--- src/rtl/uart_resp_encoder.sv ---
// Response framer: turns SDRAM read/write completions into ASCII frames for uart_tx.
// Optional UART_RESP_ADDR_EN adds the 24-bit event address (6 hex digits) to every frame.
//
// state  | meaning
// S_IDLE | no frame; start from pending buffer first, else from an event this cycle
// S_LOAD | tx_send high for one cycle with tx_data holding the current byte
// S_ARM  | one cycle grace while uart_tx raises tx_busy
// S_WAIT | hold until tx_busy drops, then next byte or back to idle
module uart_resp_encoder #(
   parameter bit HEX_UPPER = 1'b1,
   parameter bit EOL_CR    = 1'b1
) (
   input  logic        clk,
   input  logic        rst_n,
`ifdef UART_RESP_ADDR_EN
   input  logic [23:0] evt_addr,
`endif
   input  logic [15:0] rd_data,
   input  logic        rd_ready,
   input  logic        wr_done,
   output logic [7:0]  tx_data,
   output logic        tx_send,
   input  logic        tx_busy,
   output logic        enc_busy,
   output logic        overflow
);

`ifdef UART_RESP_ADDR_EN
   localparam int IW      = 4;
   localparam int RD_BODY = 12;
   localparam int WR_BODY = 7;
`else
   localparam int IW      = 3;
   localparam int RD_BODY = 5;
   localparam int WR_BODY = 1;
`endif
   localparam int EOL_LEN = EOL_CR ? 2 : 1;
   localparam logic [IW-1:0] RD_LAST = IW'(RD_BODY + EOL_LEN - 1);
   localparam logic [IW-1:0] WR_LAST = IW'(WR_BODY + EOL_LEN - 1);

   typedef enum logic [1:0] {S_IDLE, S_LOAD, S_ARM, S_WAIT} state_t;

   state_t        state;
   logic [IW-1:0] byte_idx;
   logic          cur_rd;
   logic [15:0]   cur_data;
   logic          pend_full;
   logic          pend_rd;
   logic [15:0]   pend_data;
`ifdef UART_RESP_ADDR_EN
   logic [23:0]   cur_addr, pend_addr, start_addr;
`endif

   logic          start_go, start_rd, buf_go, buf_rd, drop;
   logic [15:0]   start_data;

   function automatic logic [7:0] hex_char(input logic [3:0] n);
      if (n < 4'd10)  return 8'h30 + {4'h0, n};
      else if (HEX_UPPER) return 8'h37 + {4'h0, n};
      else            return 8'h57 + {4'h0, n};
   endfunction

   function automatic logic [3:0] nib16(input logic [15:0] d, input logic [1:0] k);
      case (k)
         2'd0:    return d[15:12];
         2'd1:    return d[11:8];
         2'd2:    return d[7:4];
         default: return d[3:0];
      endcase
   endfunction

`ifdef UART_RESP_ADDR_EN
   function automatic logic [3:0] nib24(input logic [23:0] a, input logic [2:0] k);
      case (k)
         3'd0:    return a[23:20];
         3'd1:    return a[19:16];
         3'd2:    return a[15:12];
         3'd3:    return a[11:8];
         3'd4:    return a[7:4];
         3'd5:    return a[3:0];
         default: return 4'h0;
      endcase
   endfunction
`endif

   // Byte idx of a frame: tag, hex payload, then EOL starting at the body length.
   function automatic logic [7:0] frame_byte(
      input logic          rd,
      input logic [15:0]   d,
`ifdef UART_RESP_ADDR_EN
      input logic [23:0]   a,
`endif
      input logic [IW-1:0] idx);
      logic [IW-1:0] body;
      body = rd ? IW'(RD_BODY) : IW'(WR_BODY);
      if (idx == '0)
         return rd ? 8'h52 : 8'h4B;
      else if (idx >= body)
         return (EOL_CR && idx == body) ? 8'h0D : 8'h0A;
`ifdef UART_RESP_ADDR_EN
      else if (idx <= IW'(6))
         return hex_char(nib24(a, 3'(idx - IW'(1))));
      else if (idx == IW'(7))
         return 8'h3A;
      else
         return hex_char(nib16(d, 2'(idx - IW'(8))));
`else
      else
         return hex_char(nib16(d, 2'(idx - IW'(1))));
`endif
   endfunction

   // Read wins the frame slot; the buffer slot frees in the same cycle it is consumed.
   always_comb begin
      start_go   = 1'b0;
      start_rd   = 1'b0;
      start_data = 16'h0000;
      buf_go     = 1'b0;
      buf_rd     = 1'b0;
      drop       = 1'b0;
`ifdef UART_RESP_ADDR_EN
      start_addr = evt_addr;
`endif
      if (state == S_IDLE && pend_full) begin
         start_go   = 1'b1;
         start_rd   = pend_rd;
         start_data = pend_data;
`ifdef UART_RESP_ADDR_EN
         start_addr = pend_addr;
`endif
         buf_go     = rd_ready | wr_done;
         buf_rd     = rd_ready;
         drop       = rd_ready & wr_done;
      end else if (state == S_IDLE) begin
         start_go   = rd_ready | wr_done;
         start_rd   = rd_ready;
         start_data = rd_data;
         buf_go     = rd_ready & wr_done;
         buf_rd     = 1'b0;
      end else begin
         buf_go     = (rd_ready | wr_done) & ~pend_full;
         buf_rd     = rd_ready;
         drop       = ((rd_ready | wr_done) & pend_full) | (rd_ready & wr_done);
      end
   end

   always_ff @(posedge clk or negedge rst_n) begin
      if (!rst_n) begin
         state     <= S_IDLE;
         byte_idx  <= '0;
         cur_rd    <= 1'b0;
         cur_data  <= 16'h0000;
         pend_full <= 1'b0;
         pend_rd   <= 1'b0;
         pend_data <= 16'h0000;
         tx_data   <= 8'h00;
         tx_send   <= 1'b0;
         overflow  <= 1'b0;
`ifdef UART_RESP_ADDR_EN
         cur_addr  <= 24'h0;
         pend_addr <= 24'h0;
`endif
      end else begin
         if (drop)
            overflow <= 1'b1;
         if (buf_go) begin
            pend_full <= 1'b1;
            pend_rd   <= buf_rd;
            pend_data <= rd_data;
`ifdef UART_RESP_ADDR_EN
            pend_addr <= evt_addr;
`endif
         end else if (state == S_IDLE && pend_full) begin
            pend_full <= 1'b0;
         end
         case (state)
            S_IDLE: begin
               if (start_go) begin
                  cur_rd   <= start_rd;
                  cur_data <= start_data;
                  byte_idx <= '0;
`ifdef UART_RESP_ADDR_EN
                  cur_addr <= start_addr;
                  tx_data  <= frame_byte(start_rd, start_data, start_addr, '0);
`else
                  tx_data  <= frame_byte(start_rd, start_data, '0);
`endif
                  tx_send  <= 1'b1;
                  state    <= S_LOAD;
               end
            end
            S_LOAD: begin
               tx_send <= 1'b0;
               state   <= S_ARM;
            end
            S_ARM: state <= S_WAIT;
            S_WAIT: begin
               if (!tx_busy) begin
                  if (byte_idx == (cur_rd ? RD_LAST : WR_LAST)) begin
                     state <= S_IDLE;
                  end else begin
                     byte_idx <= byte_idx + IW'(1);
`ifdef UART_RESP_ADDR_EN
                     tx_data  <= frame_byte(cur_rd, cur_data, cur_addr, byte_idx + IW'(1));
`else
                     tx_data  <= frame_byte(cur_rd, cur_data, byte_idx + IW'(1));
`endif
                     tx_send  <= 1'b1;
                     state    <= S_LOAD;
                  end
               end
            end
            default: state <= S_IDLE;
         endcase
      end
   end

   assign enc_busy = (state != S_IDLE) || pend_full;

endmodule

--- config.mk ---
export PLATFORM = sky130hd
export DESIGN_NAME = uart_resp_encoder
export DESIGN_NICKNAME = d
export VERILOG_FILES = /design/src/rtl/uart_resp_encoder.sv
export SDC_FILE = /design/constraint.sdc
export NUM_CORES = 1
export LEC_CHECK = 0
export CORE_MARGIN = 2
export CORE_UTILIZATION = 62
export CTS_BUF_LIST = sky130_fd_sc_hd__clkbuf_2
export CTS_CLUSTER_DIAMETER = 200
export DETAILED_ROUTE_END_ITERATION = 10
export GPL_TIMING_DRIVEN = 0
export PLACE_DENSITY_LB_ADDON = 0.2
export SYNTH_ARGS = -nofsm -noshare
export SYNTH_HDL_FRONTEND = slang
export SYNTH_SLANG_ARGS = --single-unit
--- constraint.sdc ---
create_clock -name clk -period 5.83 [get_ports clk]
set_input_delay 1.166 -clock clk [delete_from_list [all_inputs] [get_ports clk]]
set_output_delay 1.166 -clock clk [all_outputs]
set_load 0.02 [all_outputs]
Yosys cells after proc, flatten, opt, wreduce, memory -nomap -nowiden. Index checks and enable logic that the tools add are counted.

Bitwise logic cells: 6. Reduce and logical (&&, ||, !) cells: 13. Equal/unequal tests: 10. Magnitude comparators: 2. Mux-type cells: 43. Add/subtract/negate cells: 4.

Operator list (count): $mux 8 (3); $mux 7 (3); $mux 4 (5); $mux 3 (6); $mux 1 (16); $mux 16 (1); $pmux 8 s2 (1); $add 6x4->7 const A (2); $pmux 4 s3 (1); $mux 5 (2); $pmux 2 s4 (1); $reduce_and 4->1 (2); $eq 2x2->1 const B (3); $eq 3x3->1 (2); $ne 2x2->1 const B (3); $pmux 3 s2 (1); $reduce_bool 2->1 (3); $eq 2x1->1 const B (2); $logic_not 2->1 (2); $lt 4x4->1 const B (1); $mux 2 (2); $reduce_and 2->1 (2); $add 3x1->3 const B (1); $and 1x1->1 (3); 9 further kinds (10).

Register bits: 50. Input port bits: 21. Logic and storage cells: 88. Output and inout port bits: 11.

Longest topological paths before layout.
Depth in word-level cells: 16. Gate-level depth with buffers: 10. Gate-level depth less buffers: 10.

Worst setup path before layout. No wires, ideal clock.

Kind: input to register. From: input port wr_done. To: register pend_data[10]. Setup time: 125 ps. Required time: 5705 ps. Path slack: 3429 ps. Data arrival time: 2276 ps. Stages: 5. Buffers on the path: 2. Cell sequence: buf_2 -> o22ai_1 -> nor2_2 -> buf_2 -> mux2_2.

Longest elaborated chain between the ends: 4.

Ends and longest elaborated chain: start, declared (line 20) `input logic wr_done,`; $or 1x1->1 (line 131, 141); $and 1x1->1 (line 141) `buf_go = (rd_ready | wr_done) & ~pend_full;`; $mux 1 (line 134) `end else if (state == S_IDLE) begin`; $mux 1 * (line 124) `if (state == S_IDLE && pend_full) begin`; end signal, assigned (line 169) `pend_data <= rd_data;`; end, declared (line 49) `logic [15:0] pend_data;`.

Mark *: on every way between the ends. The rest lies on a longest branch, timed or not. A chain may end at the register's enable or synchronous reset.

Worst setup path in the final report.
From: register state[0]. To: output port enc_busy.

Longest elaborated chain between the ends: 2.

Ends and longest elaborated chain: start, declared (line 43) `state_t state;`; start signal, assigned (line 149) `state <= S_IDLE;`; start signal, assigned (line 189) `state <= S_LOAD;`; start signal, assigned (line 194) `state <= S_ARM;`; $reduce_bool 2->1 (line 218) `assign enc_busy = (state != S_IDLE) || pend_full;`; $logic_or 1x1->1 (line 218); end, declared (line 24) `output logic enc_busy,`.

Every way passes these cells.

==> flow_summary.ini <==
[run_status]
status = complete, no violations

[worst_hold_path]
holdPathStages = 1
hp-class = register to register

[synth]
synth-edff-count = 0
ys.flop_type = dfrtp_1
ys_seq_area_share_pct = 46.9
ys.warnings.count = 0
yosys.area.top_type = dfrtp_1
synth_fp_nets = 279
synthTopCellsByArea = dfrtp_1 47%, mux2_2 8.2%, mux2i_1 6.9%, ha_1 5.3%, o21ai_0 5.0%
synth_area_per_cell_um2 = 10.6
netlist_instances = 247
ys_ff_latch = 49
syn_area_um2 = 2620
synth_top_area_share_pct = 46.9
synth.distinct_cells = 46
async_flop_share_pct = 100

[routing]
drt_iter0_markers = 139
wl_um = 4980
vias_per_cell = 5.85
drc = 0
firstDrtPassIters = 4
routedWlPerCell_um = 14.9
via_count = 1954
ant_nets = 0

[clocking]
cts-htree-levels = 2
cts_root_buf = clkbuf_2
cts_tree = yes
path_clk_slew_ns = 0.23
numClockSinks = 49
post_cts_resized = 0
hold_buffers = 0
cts_post_setup_buffers_inserted = 0
clock_latency_ns = 0.43
cts_buffers = 5
cts_buffer_depth = 2

[sta]
worstMarginPinSlew_ns = 0.566
clock_skew_ns = 0.0197
slew_viol_final = 0
fmax_ghz = 0.321
fin_crit_ns = 3.12
slew_headroom_pct = 62.2
setup_tns_ns = 0
finalSetupViolCount = 0
fin_crit_sh_pct = 53.5
rsz0062_at_grt = no
hold_viol_final = 0
holdWs_ns = 0.516

[die]
fp.dieW_um = 68.9
std_cell_rows = 23
die_area_um2 = 4750
io-pin-count = 32
core_area_um2 = 4030
die_h_um = 68.9
start_util_pct = 64.9

[place]
postPlaceCellArea_um2 = 2970
place_congestion = 0.803
io_buffer_count = 28
dp_hpwl_um = 3770

[grt]
grt_pass1_vias = 1822
grt_max_degree = 26
grt_pass1_wl_um = 8270
grt_overflow = 0
antenna_found_initial = 0
grtUsageTotal_pct = 24.0

[pwr]
comb_power_share_pct = 53.6
ir_drop_mv = 0.294
power.density_nw_per_um2 = 545
clkPwrFrac_pct = 10.7
switching_share_pct = 41.6
seq_power_share_pct = 35.7
finalPower_w = 0.00166
p_switching_w = 0.000689
p_int_w = 0.000967
leakagePower_nw = 1.39

[finish]
num-fill-cells = 305
fin_area_um2 = 3040
final_common_cell = dfrtp_1
layout_common_cells = 49 x dfrtp_1, 31 x nand2_1, 27 x clkdlybuf4s50_1, 26 x o21ai_0, 19 x mux2_2
antenna_cells = 0
drive_above_1_share_pct = 16.5
multi_input_area_um2 = 1280
syn2layout_area_growth_pct = 16.2
final-seq-area_um2 = 1230
finalNetCount = 315

[setup_path]
critPathMaxFanout = 5
required_ns = 4.66
critPathLaunchType = register
critPathArrivalTime_ns = 1.95
crit_path_end_kind = output pin
reg2reg_depth = 10
path_class = register to output pin

[flow_run]
cap_violations = 0
## layout make-up
class / count / share of cell area [%]
plain buffers: 10 / 1.61
clock buffers: 5 / 0.823
clock inverters: 3 / 1.36
inverters: 15 / 1.85
multi-input cells: 173 / 42.2
flip-flops and latches: 49 / 40.3
well taps: 50 / 2.06
repair buffers: 29 / 9.72
## power by group through the flow
stage / combinational (W) / sequential [W] / clock (W)
2_1_floorplan: 0.000652 / 0.000598 / 0
6_report: 0.000888 / 0.000591 / 0.000177
4_1_cts: 0.000886 / 0.000592 / 0.000183
3_5_place_dp: 0.000881 / 0.000601 / 0
5_1_grt: 0.000994 / 0.000609 / 0.000194
3_3_place_gp: 0.000852 / 0.000589 / 0
## kinds of logic after synthesis
logic type	count (synthesis)	synth area share, %
AO/OA/AOI/OAI	72	18.5
XOR/XNOR	2	0.670
adder cells (fa/ha/maj)	11	5.26
buffers and inverters	25	4.02
flip-flops	49	46.9
multiplexers	37	15.1
other	1	0.143
AND/OR/NAND/NOR	50	9.47
## per-layer routing
layer	up-vias	wire length, µm	global-route usage [%]
met5	-	0	0
met4	0	91	9.07
met3	9	186	5.36
met2	53	2510	41.0
met1	934	2190	29.5
li1	958	-	-
## synth_stat cells, types with 2 or more instances
cell      instances
a211oi_1          2
a21o_1            2
a21oi_1          14
a222oi_1          3
a22oi_1           2
a31oi_1           4
and2_1            3
buf_2             6
clkbuf_1          3
dfrtp_1          49
ha_1             11
inv_1            15
mux2_2           19
mux2i_1          18
nand2_1          31
nand2b_1          2
nor2_1            3
nor2b_1           2
o21ai_0          26
o21ai_1           2
o22a_1            2
o22ai_1           2
o31ai_1           2
xnor2_1           2
## final timing paths
check / start / to / slack, ns
min in group asynchronous: rst_n / tx_data[4]$_DFFE_PN0P_ / 0.68
setup reg to reg: byte_idx[0]$_DFFE_PN0P_ / tx_data[4]$_DFFE_PN0P_ / 3.27
hold / removal: tx_data[2]$_DFFE_PN0P_ / tx_data[2]$_DFFE_PN0P_ / 0.52
hold reg to reg: tx_data[2]$_DFFE_PN0P_ / tx_data[2]$_DFFE_PN0P_ / 0.52
max in group asynchronous: rst_n / pend_data[2]$_DFFE_PN0P_ / 4.63
setup / recovery: state[0]$_DFFE_PN0P_ / enc_busy / 2.71
## through the flow
stage	worst slack, ns	utilization (%)	instances
2_1_floorplan	3.43	-	247
3_3_place_gp	2.25	73.4	325
3_5_place_dp	2.95	73.8	326
4_1_cts	2.69	75.4	334
5_1_grt	2.58	75.4	334
6_report	2.71	75.4	334
## state kept, by name, indices dropped and copies added, names as in the netlist
register   flops
overflow       1
pend_data     16
cur_rd         1
byte_idx       3
cur_data      16
tx_send        1
state          2
pend_rd        1
pend_full      1
tx_data        7
## critical path: stages, from the launching register on
cell and delay [ns]:
dfrtp_1 0.49, inv_1 0.06, ha_1 0.25, nand2_1 0.11, clkdlybuf4s50_1 0.61
Power figures use the tool's default switching activity.
